==> config.mk <==
export PLATFORM = sky130hd
export DESIGN_NAME = mod_seq_ctrl
export DESIGN_NICKNAME = d
export VERILOG_FILES = /design/src/rtl/mod_seq_ctrl.sv
export SDC_FILE = /design/constraint.sdc
export NUM_CORES = 1
export LEC_CHECK = 0
export BUFFER_PORTS_ARGS = -buffer_cell sky130_fd_sc_hd__buf_2
export CAP_MARGIN = 10
export CELL_PAD_IN_SITES_DETAIL_PLACEMENT = 1
export CELL_PAD_IN_SITES_GLOBAL_PLACEMENT = 1
export CORE_UTILIZATION = 40
export CTS_BUF_LIST = sky130_fd_sc_hd__clkbuf_4 sky130_fd_sc_hd__clkbuf_8
export CTS_CLUSTER_DIAMETER = 80
export DETAILED_ROUTE_END_ITERATION = 12
export GPL_ROUTABILITY_DRIVEN = 0
export PLACE_DENSITY_LB_ADDON = 0.1
export SLEW_MARGIN = 15
export SYNTH_ARGS = -nofsm -noshare
export SYNTH_HDL_FRONTEND = slang
export SYNTH_SLANG_ARGS = --single-unit
==> constraint.sdc <==
create_clock -name Clk -period 2.1 [get_ports Clk]
set_clock_uncertainty 0.1 [all_clocks]
set_input_delay 0.42 -clock Clk [delete_from_list [all_inputs] [get_ports Clk]]
set_output_delay 0.42 -clock Clk [all_outputs]
set_load 0.05 [all_outputs]
==> src/rtl/mod_seq_ctrl.sv <==
// Sequenced remainder engine: restoring shift-subtract over DATAWIDTH cycles with valid/ready on both sides.
// Define MOD_QUOT_OUT_EN to add the quot output port (quotient collected in the dividend shift register).
module mod_seq_ctrl #(
   parameter int DATAWIDTH = 8
) (
   input  logic                 Clk,
   input  logic                 Rst,
   input  logic                 in_valid,
   output logic                 in_ready,
   input  logic [DATAWIDTH-1:0] a,
   input  logic [DATAWIDTH-1:0] b,
   output logic                 out_valid,
   input  logic                 out_ready,
   output logic [DATAWIDTH-1:0] rem,
   output logic                 div_zero,
`ifdef MOD_QUOT_OUT_EN
   output logic [DATAWIDTH-1:0] quot,
`endif
   output logic                 busy
);

   localparam int CW = $clog2(DATAWIDTH);
   localparam logic [CW-1:0] CNT_LAST = CW'(DATAWIDTH - 1);

   typedef enum logic [1:0] {
      IDLE,
      CALC,
      DONE
   } state_t;

   state_t               state_q, state_d;
   logic [DATAWIDTH-1:0] dvd_q, dvd_d;
   logic [DATAWIDTH-1:0] div_q, div_d;
   logic [DATAWIDTH-1:0] p_q, p_d;
   logic [CW-1:0]        cnt_q, cnt_d;
   logic [DATAWIDTH-1:0] rem_q, rem_d;
   logic                 div_zero_q, div_zero_d;
`ifdef MOD_QUOT_OUT_EN
   logic [DATAWIDTH-1:0] quot_q, quot_d;
`endif

   logic [DATAWIDTH:0]   p_shift;
   logic [DATAWIDTH-1:0] p_sub;
   logic [DATAWIDTH-1:0] p_next;
   logic                 q_bit;

   // The shifted remainder carries one extra bit; after a restoring step the
   // result is always below the divisor, so only DATAWIDTH bits are kept.
   always_comb begin
      p_shift = {p_q, dvd_q[DATAWIDTH-1]};
      q_bit   = p_shift[DATAWIDTH] || (p_shift[DATAWIDTH-1:0] >= div_q);
      p_sub   = p_shift[DATAWIDTH-1:0] - div_q;
      p_next  = q_bit ? p_sub : p_shift[DATAWIDTH-1:0];
   end

   always_ff @(posedge Clk or negedge Rst) begin
      if (!Rst) begin
         state_q    <= IDLE;
         dvd_q      <= '0;
         div_q      <= '0;
         p_q        <= '0;
         cnt_q      <= '0;
         rem_q      <= '0;
         div_zero_q <= 1'b0;
`ifdef MOD_QUOT_OUT_EN
         quot_q     <= '0;
`endif
      end else begin
         state_q    <= state_d;
         dvd_q      <= dvd_d;
         div_q      <= div_d;
         p_q        <= p_d;
         cnt_q      <= cnt_d;
         rem_q      <= rem_d;
         div_zero_q <= div_zero_d;
`ifdef MOD_QUOT_OUT_EN
         quot_q     <= quot_d;
`endif
      end
   end

   always_comb begin
      state_d = state_q;
      case (state_q)
         IDLE:    if (in_valid) state_d = (b == '0) ? DONE : CALC;
         CALC:    if (cnt_q == '0) state_d = DONE;
         DONE:    if (out_ready) state_d = IDLE;
         default: state_d = IDLE;
      endcase
   end

   always_comb begin
      dvd_d      = dvd_q;
      div_d      = div_q;
      p_d        = p_q;
      cnt_d      = cnt_q;
      rem_d      = rem_q;
      div_zero_d = div_zero_q;
`ifdef MOD_QUOT_OUT_EN
      quot_d     = quot_q;
`endif
      case (state_q)
         IDLE: begin
            if (in_valid) begin
               dvd_d = a;
               div_d = b;
               p_d   = '0;
               if (b == '0) begin
                  rem_d      = a;
                  div_zero_d = 1'b1;
`ifdef MOD_QUOT_OUT_EN
                  quot_d     = '1;
`endif
               end else begin
                  cnt_d      = CNT_LAST;
                  div_zero_d = 1'b0;
               end
            end
         end
         CALC: begin
            p_d = p_next;
`ifdef MOD_QUOT_OUT_EN
            dvd_d = {dvd_q[DATAWIDTH-2:0], q_bit};
`else
            dvd_d = {dvd_q[DATAWIDTH-2:0], 1'b0};
`endif
            if (cnt_q == '0) begin
               rem_d  = p_next;
`ifdef MOD_QUOT_OUT_EN
               quot_d = {dvd_q[DATAWIDTH-2:0], q_bit};
`endif
            end else begin
               cnt_d = cnt_q - 1'b1;
            end
         end
         default: ;
      endcase
   end

   always_comb begin
      in_ready  = 1'b0;
      out_valid = 1'b0;
      busy      = 1'b0;
      case (state_q)
         IDLE:    in_ready = 1'b1;
         CALC:    busy = 1'b1;
         DONE: begin
            out_valid = 1'b1;
            busy      = 1'b1;
         end
         default: ;
      endcase
      rem      = rem_q;
      div_zero = div_zero_q;
`ifdef MOD_QUOT_OUT_EN
      quot     = quot_q;
`endif
   end

endmodule
==> summary.txt, run 1 <==
Timing
  • Achievable frequency: 0.426 GHz
  • Setup slack after layout: -247 ps
  • Min Clock Period, post-route: approximately 2300 ps
  • Setup repair after global routing missed its margin: true
  • Max-slew violation count: 0
  • Accumulated negative setup slack: -2420 ps
  • Final setup violation count: 16
  • Hold Fails Final Rpt: 0
  • Slew HR: 0.659
  • Worst hold-check slack: about 75 ps
  • Final critical-path share of the clock period: 1.12
  • Worst slew pin tran: ~510 ps

Logic synthesis
  • Most instantiated flip-flop cell in the synthesis netlist: dfrtp_1
  • Portion of the post-synthesis area used by sequential elements: 0.408
  • Syn_nets: approximately 290
  • Most area-hungry cell type in the Yosys netlist: dfrtp_1
  • Fraction of synthesized cell area taken by the top area cell type: 0.408
  • Post-synth EDFFs: 0
  • Post-synthesis cell type count: between 40 and 50
  • Most used standard cell by instance count after synthesis: dfrtp_1
  • List of most frequent post-synthesis cells: dfrtp_1, nand2_1, o21ai_0
  • Syn Area/Cell: slightly above 9 um^2
  • Async S/R FF share, synth: 1.00
  • Cell area after synthesis: 2330 um^2
  • Number of warnings printed during yosys synthesis: 0
  • Register bit count reported by yosys: 38
  • Area contributors post-synth: dfrtp_1, ha_1, o21ai_0, mux2i_1, nand2_1
  • Count of mapped cells out of synthesis: 251

Hold path
  • Type of the tightest min-delay check: input pin to asynchronous set/reset pin

Clock network
  • Cell chosen for the clock root: clkbuf_8
  • Hold buffer count at cts: 0
  • Worst-case clock buffer depth: 2
  • Clock input transition at the sequential cells of the worst setup and hold paths: approximately 80 ps
  • Number of sinks handled by clock tree synthesis: 38
  • Clock Latency Late Sink: ~290 ps
  • H-Tree Level Count: 2
  • CTS tree: yes
  • Inserted Clock Buffers: 5

Die
  • Die Outline Area: 6140 um^2
  • Core region area: approximately 5600 um^2
  • Initial core utilization: 0.418
  • Number of top-level pins: 32
  • Floorplan die width: 78.4 um
  • Rows: 27
  • Die Y-Extent: around 78 um

Detailed routing
  • Uppermost metal layer occupied by signal nets: met4
  • Antenna violation net count after detailed routing: 0
  • Routed length on met3: about 230 um
  • Post-Route WL: between 7000 and 8000 um
  • M1 WL: roughly 3200 um
  • Vias per inst: around 5.3
  • Iteration count of the initial detailed-routing pass: 4
  • Number of violations reported at the end of detailed-routing iteration 0: 110
  • Metal2 WL: roughly 3700 um
  • DRC violation count after routing: 0
  • Vias: 2129
  • Wire per inst: 18.0 um

Global routing
  • Number of antenna violations at the first check in global routing: 0
  • Number of global-route vias before repair: between 2000 and 2500
  • Pin count of the biggest net entering global routing: 39
  • Global route overflow: 0
  • Global-route wire length before repair: between 10000 and 15000 um
  • Global Route Usage Sum: 0.242

Pwr
  • Reported leakage power: 1.39 nW
  • Total chip power: around 5.4 mW
  • Power density normalized to cell area: around 1700 nW/um^2
  • Largest vdd supply drop: around 0.83 mV

Critical path
  • Worst Path Required: around 2200 ps
  • Internal reg-to-reg setup slack: -250 ps
  • Cell with the largest stage delay on the worst path: dfrtp_1
  • Worst path max stage delay: between 400 and 500 ps
  • Critical path endpoint category: flip-flop
  • Startpoint Class: flip-flop
  • Path type of the worst setup path: flip-flop to flip-flop
  • Cell breakdown of the critical path: ha_1 > a21oi_2 > o2111a_2 > o21ai_4 > buf_6 > buf_4 > nor2_1 > o31a_1
  • CP arrival: 2430 ps
  • Depth of the worst register-to-register path: 8
  • Highest net fanout along the worst path: 8

Run
  • Count of max-cap constraint violations: 0

Status
  • Status: finished, violations left
  • Failing checks: setup timing

Placed design
  • Dpl cells: 376
  • Instance area after placement: between 2000 and 3000 um^2
  • Half-perimeter wire length after placement: between 4000 and 5000 um
  • Port Buf Inserts: 31
  • Worst setup timing slack at the placement stage: -194 ps

Final layout
  • Ratio of cells with drive above 1 in the final layout: 0.369
  • Cell area after layout: around 3100 um^2
  • Synth-to-Final Area Change: 33.4%
  • Finished Core Util: 0.558
  • Finished Layout Cells: 400
  • N_diodes: 0
  • Final net count: 361
  • Fill cell instance count of the final layout: roughly 670
## power by group
part | internal, mW | total [mW] | switching, mW
clock network | 0.248 | 0.530 | 0.282
logic | 1.62 | 3.70 | 2.08
registers | 1.01 | 1.19 | 0.181
## worst max-delay path: cells and delay by family, from the launching register on
kind / cells / cell delay (ps)
AO/OA/AOI/OAI: 4 / 880
adder cells (fa/ha/maj): 1 / 410
buffers and inverters: 2 / 350
flip-flops: 1 / 450
AND/OR/NAND/NOR: 1 / 40
## cell families after synthesis
logic type / share of synthesized area
flops: 0.408
compound gates: 0.203
buf+inv: 0.0558
simple gates: 0.168
fa+ha+maj: 0.0783
xor+xnor: 0.0150
mux: 0.0719
## cells in the final DEF (no fill, tap or decap), types with 2 or more instances in the layout
| cell | instances |
|---|---|
| o21ai_1 | 9 |
| inv_2 | 2 |
| o31ai_2 | 2 |
| a21oi_1 | 14 |
| nand2b_1 | 3 |
| o21ai_0 | 22 |
| nor2_1 | 12 |
| inv_1 | 16 |
| o211ai_1 | 2 |
| buf_4 | 46 |
| mux2i_1 | 7 |
| nor3_1 | 4 |
| mux2_2 | 2 |
| xor2_1 | 2 |
| ha_4 | 2 |
| ha_1 | 10 |
| and2_1 | 2 |
| nand3_1 | 3 |
| o21ai_2 | 4 |
| clkbuf_8 | 5 |
| xnor2_1 | 2 |
| nor4_2 | 2 |
| o21a_1 | 3 |
| dfrtp_1 | 38 |
| nor2b_1 | 11 |
| buf_6 | 2 |
| nand2_1 | 34 |
| buf_2 | 31 |
| mux2i_4 | 5 |
## registers in the layout, summed over array words and instances (netlist names)
name      flops
state_q       2
dvd_q         8
cnt_q         3
div_zero      1
p_q           8
div_q         8
rem           8
## metal layers
layer	GRT usage	vias to the layer above
met5	0	-
met3	0.0523	12
met2	0.432	50
met4	0.0778	0
li1	-	1024
met1	0.287	1043
## repair_timing
action | CTS | global route
setup endpoints to repair | 16 | 16
pin swaps | 11 | 0
resized for setup | 22 | 16
setup buffers | 13 | 3
## final cells by class
class                      count  area, um^2  share of cell area
inverter                      18        67.6              0.0217
clock buffer                   6        76.3              0.0245
timing repair buffer          79         523               0.168
clock inverter                 2        13.8             0.00442
tap                           72        90.1              0.0290
sequential                    38         951               0.306
multi-input combinational    185        1390               0.447
## worst paths after layout
path                           from          to
setup / recovery             p_q[1]      rem[7]
hold / removal                  Rst      p_q[6]
setup reg to reg             p_q[1]      rem[7]
hold reg to reg            dvd_q[4]    dvd_q[4]
max in group asynchronous       Rst  state_q[0]
min in group Clk               b[3]    div_q[3]
No activity file was read; power rests on OpenSTA's default activity.
==> run 2: changes to the inputs <==
--- a/config.mk
+++ b/config.mk
@@ -14,6 +14,7 @@
 export CTS_CLUSTER_DIAMETER = 80
 export DETAILED_ROUTE_END_ITERATION = 12
 export GPL_ROUTABILITY_DRIVEN = 0
+export GPL_TIMING_DRIVEN = 0
 export PLACE_DENSITY_LB_ADDON = 0.1
 export SLEW_MARGIN = 15
 export SYNTH_ARGS = -nofsm -noshare
==> constraint.sdc (replaced) <==
create_clock -name Clk -period 2.17 [get_ports Clk]
set_clock_uncertainty 0.1 [all_clocks]
set_input_delay 0.434 -clock Clk [delete_from_list [all_inputs] [get_ports Clk]]
set_output_delay 0.434 -clock Clk [all_outputs]
set_load 0.05 [all_outputs]
==> run 2 against run 1 <==
  * The run still ends with setup timing left
  * Final cell count down 8.3%
  * Final area shrank 8.9%
  * Critical path type unchanged
  * First-iteration DRC count is 41% lower
  * Worst setup slack improved by 110 ps
  * Via count is 8.2% lower
  * Critical path depth increased by 2
  * Worst hold slack improved by 77 ps
  * Routed wire length fell by 16%
  * Sequential share of layout area is 3.0 points higher
==> summary.txt, run 2 (synthesized netlist as in run 1, its figures left out) <==
Global routing
  • Number of global-route vias before repair: around 2100
  • Global-route wire length before repair: around 10000 um
  • Number of antenna violations at the first check in global routing: 0
  • Global route overflow: 0
  • Pin count of the biggest net entering global routing: 39
  • Global Route Usage Sum: 0.222

Critical path
  • Highest net fanout along the worst path: 5
  • Cell with the largest stage delay on the worst path: dfrtp_1
  • Cell breakdown of the critical path: inv_2 > ha_4 > inv_2 > fa_2 > a21oi_4 > o2111a_1 > o21ai_2 > buf_6 > mux2_4 > a31oi_4
  • CP arrival: around 2400 ps
  • Critical path endpoint category: flip-flop
  • Endpoint of the lowest-slack register-to-register path: rem[1]
  • Launching element of the worst setup path: dvd_q[7]
  • Top cell by count, worst path: inv_2
  • Worst path max stage delay: a little over 400 ps
  • Internal reg-to-reg setup slack: -140 ps
  • Worst path bufs/invs: 3
  • Largest delay contributor family on the critical path: compound AO/OA/AOI/OAI gates
  • Critical Path Stages: 10
  • Worst Path Required: ~2300 ps
  • Startpoint Class: flip-flop
  • Startpoint of the worst-slack reg-to-reg timing path: dvd_q[7]
  • Worst setup path endpoint: rem[1]
  • Path type of the worst setup path: flip-flop to flip-flop
  • Depth of the worst register-to-register path: 10

Detailed routing
  • DRC violation count after routing: 0
  • Post-Route WL: approximately 6000 um
  • Iteration count of the initial detailed-routing pass: 6
  • Vias: between 1500 and 2000
  • Vias per inst: approximately 5.3
  • Number of violations reported at the end of detailed-routing iteration 0: between 60 and 70
  • Wire per inst: ~16 um
  • Antenna violation net count after detailed routing: 0

Final layout
  • Commonest non-fill, non-tap cells in the layout: dfrtp_1, nand2_1, buf_2
  • Fill cell instance count of the final layout: 660
  • Finished Core Util: 0.508
  • Synth-to-Final Area Change: 21.5%
  • Ratio of cells with drive above 1 in the final layout: 0.275
  • N_diodes: 0
  • Most common cell after layout, fill and taps aside: dfrtp_1
  • Final net count: between 300 and 400

Die
  • Die Y-Extent: 78.4 um
  • Rows: 27
  • Initial core utilization: 0.418
  • Core region area: between 5000 and 6000 um^2
  • Floorplan die width: 78.4 um
  • Die Outline Area: just over 6000 um^2
  • Number of top-level pins: 32

Timing
  • Min Clock Period, post-route: between 2000 and 2500 ps
  • Hold Fails Final Rpt: 0
  • Setup repair after global routing missed its margin: true
  • Max-slew violation count: 0
  • Achievable frequency: between 0.4 and 0.5 GHz
  • Setup slack after layout: -142 ps
  • Worst slew pin tran: approximately 880 ps
  • Final setup violation count: 16
  • Accumulated negative setup slack: -1190 ps
  • Final critical-path share of the clock period: 1.07
  • Slew HR: 0.413

Run
  • Count of max-cap constraint violations: 0

Pwr
  • Total chip power: 4.61 mW
  • Reported leakage power: between 1 and 1.5 nW
  • Largest vdd supply drop: roughly 0.88 mV
  • Power density normalized to cell area: roughly 1600 nW/um^2

Hold path
  • Type of the tightest min-delay check: input pin to asynchronous set/reset pin

Clock network
  • Clock input transition at the sequential cells of the worst setup and hold paths: 90 ps
  • H-Tree Level Count: 2
  • CTS tree: yes
  • Inserted Clock Buffers: 5
  • Worst-case clock buffer depth: 2
  • Number of sinks handled by clock tree synthesis: 38
  • Hold buffer count at cts: 0
  • Cell chosen for the clock root: clkbuf_8
  • Clock Latency Late Sink: around 290 ps

Status
  • Failing checks: setup timing
  • Status: finished, violations left

Placed design
  • Worst setup timing slack at the placement stage: -226 ps
  • Half-perimeter wire length after placement: approximately 4500 um
  • Port Buf Inserts: 31
==> run 2: cell types whose count changed in the layout (fill, tap and decap cells not counted), sizes merged <==
cell,change
buf,-39
bufinv,+2
clkbuf,+5
clkinv,-1
==> run 2: worst min path at each step <==
stage | slack [ps] | to | startpoint
floorplan | 40 | cnt_q[0] | Rst
global placement | 360 | div_zero | div_zero
detailed placement | 370 | div_zero | div_zero
CTS | 200 | p_q[6] | Rst
global route | 230 | div_q[5] | Rst
finish | 150 | p_q[6] | Rst
==> run 2: layout make-up <==
class,instances,area (um^2),area share
Inverter,18,67.6,0.0238
Clock inverter,3,68.8,0.0243
Multi-Input combinational cell,185,1330,0.468
Timing Repair Buffer,36,190,0.0671
Sequential cell,38,951,0.336
Tap cell,72,90.1,0.0318
Buffer,10,70.1,0.0247
Clock buffer,5,68.8,0.0243
==> run 2: stage by stage <==
| step | area (um^2) | instances | hold WS, ps |
|---|---|---|---|
| 6_report | 2830 | 367 | 151 |
| 5_1_grt | 2830 | 367 | 228 |
| 4_1_cts | 2770 | 365 | 203 |
| 3_5_place_dp | 2580 | 354 | 367 |
| 3_3_place_gp | 2580 | 354 | 360 |
| 2_1_floorplan | 2340 | 251 | 38.4 |
==> run 2: where the power goes <==
group	leakage (nW)	switching [mW]	internal, mW
registers	0.460	0.168	0.973
logic	0.704	1.67	1.07
clock network	0.0683	0.270	0.461
total	1.23	2.11	2.50
==> run 2: timing repair <==
action	in CTS	in global routing
gates cloned	1	0
hold endpoints to repair	0	0
setup endpoints to repair	23	26
resized for setup	11	16
buffers inserted	2	2
pin swaps	7	4
==> run 2: per-layer routing <==
layer | global-route usage | wire length [um]
met5 | 0 | 0
met4 | 0.0556 | 40
met3 | 0.0442 | 162
met2 | 0.371 | 2940
met1 | 0.293 | 2890
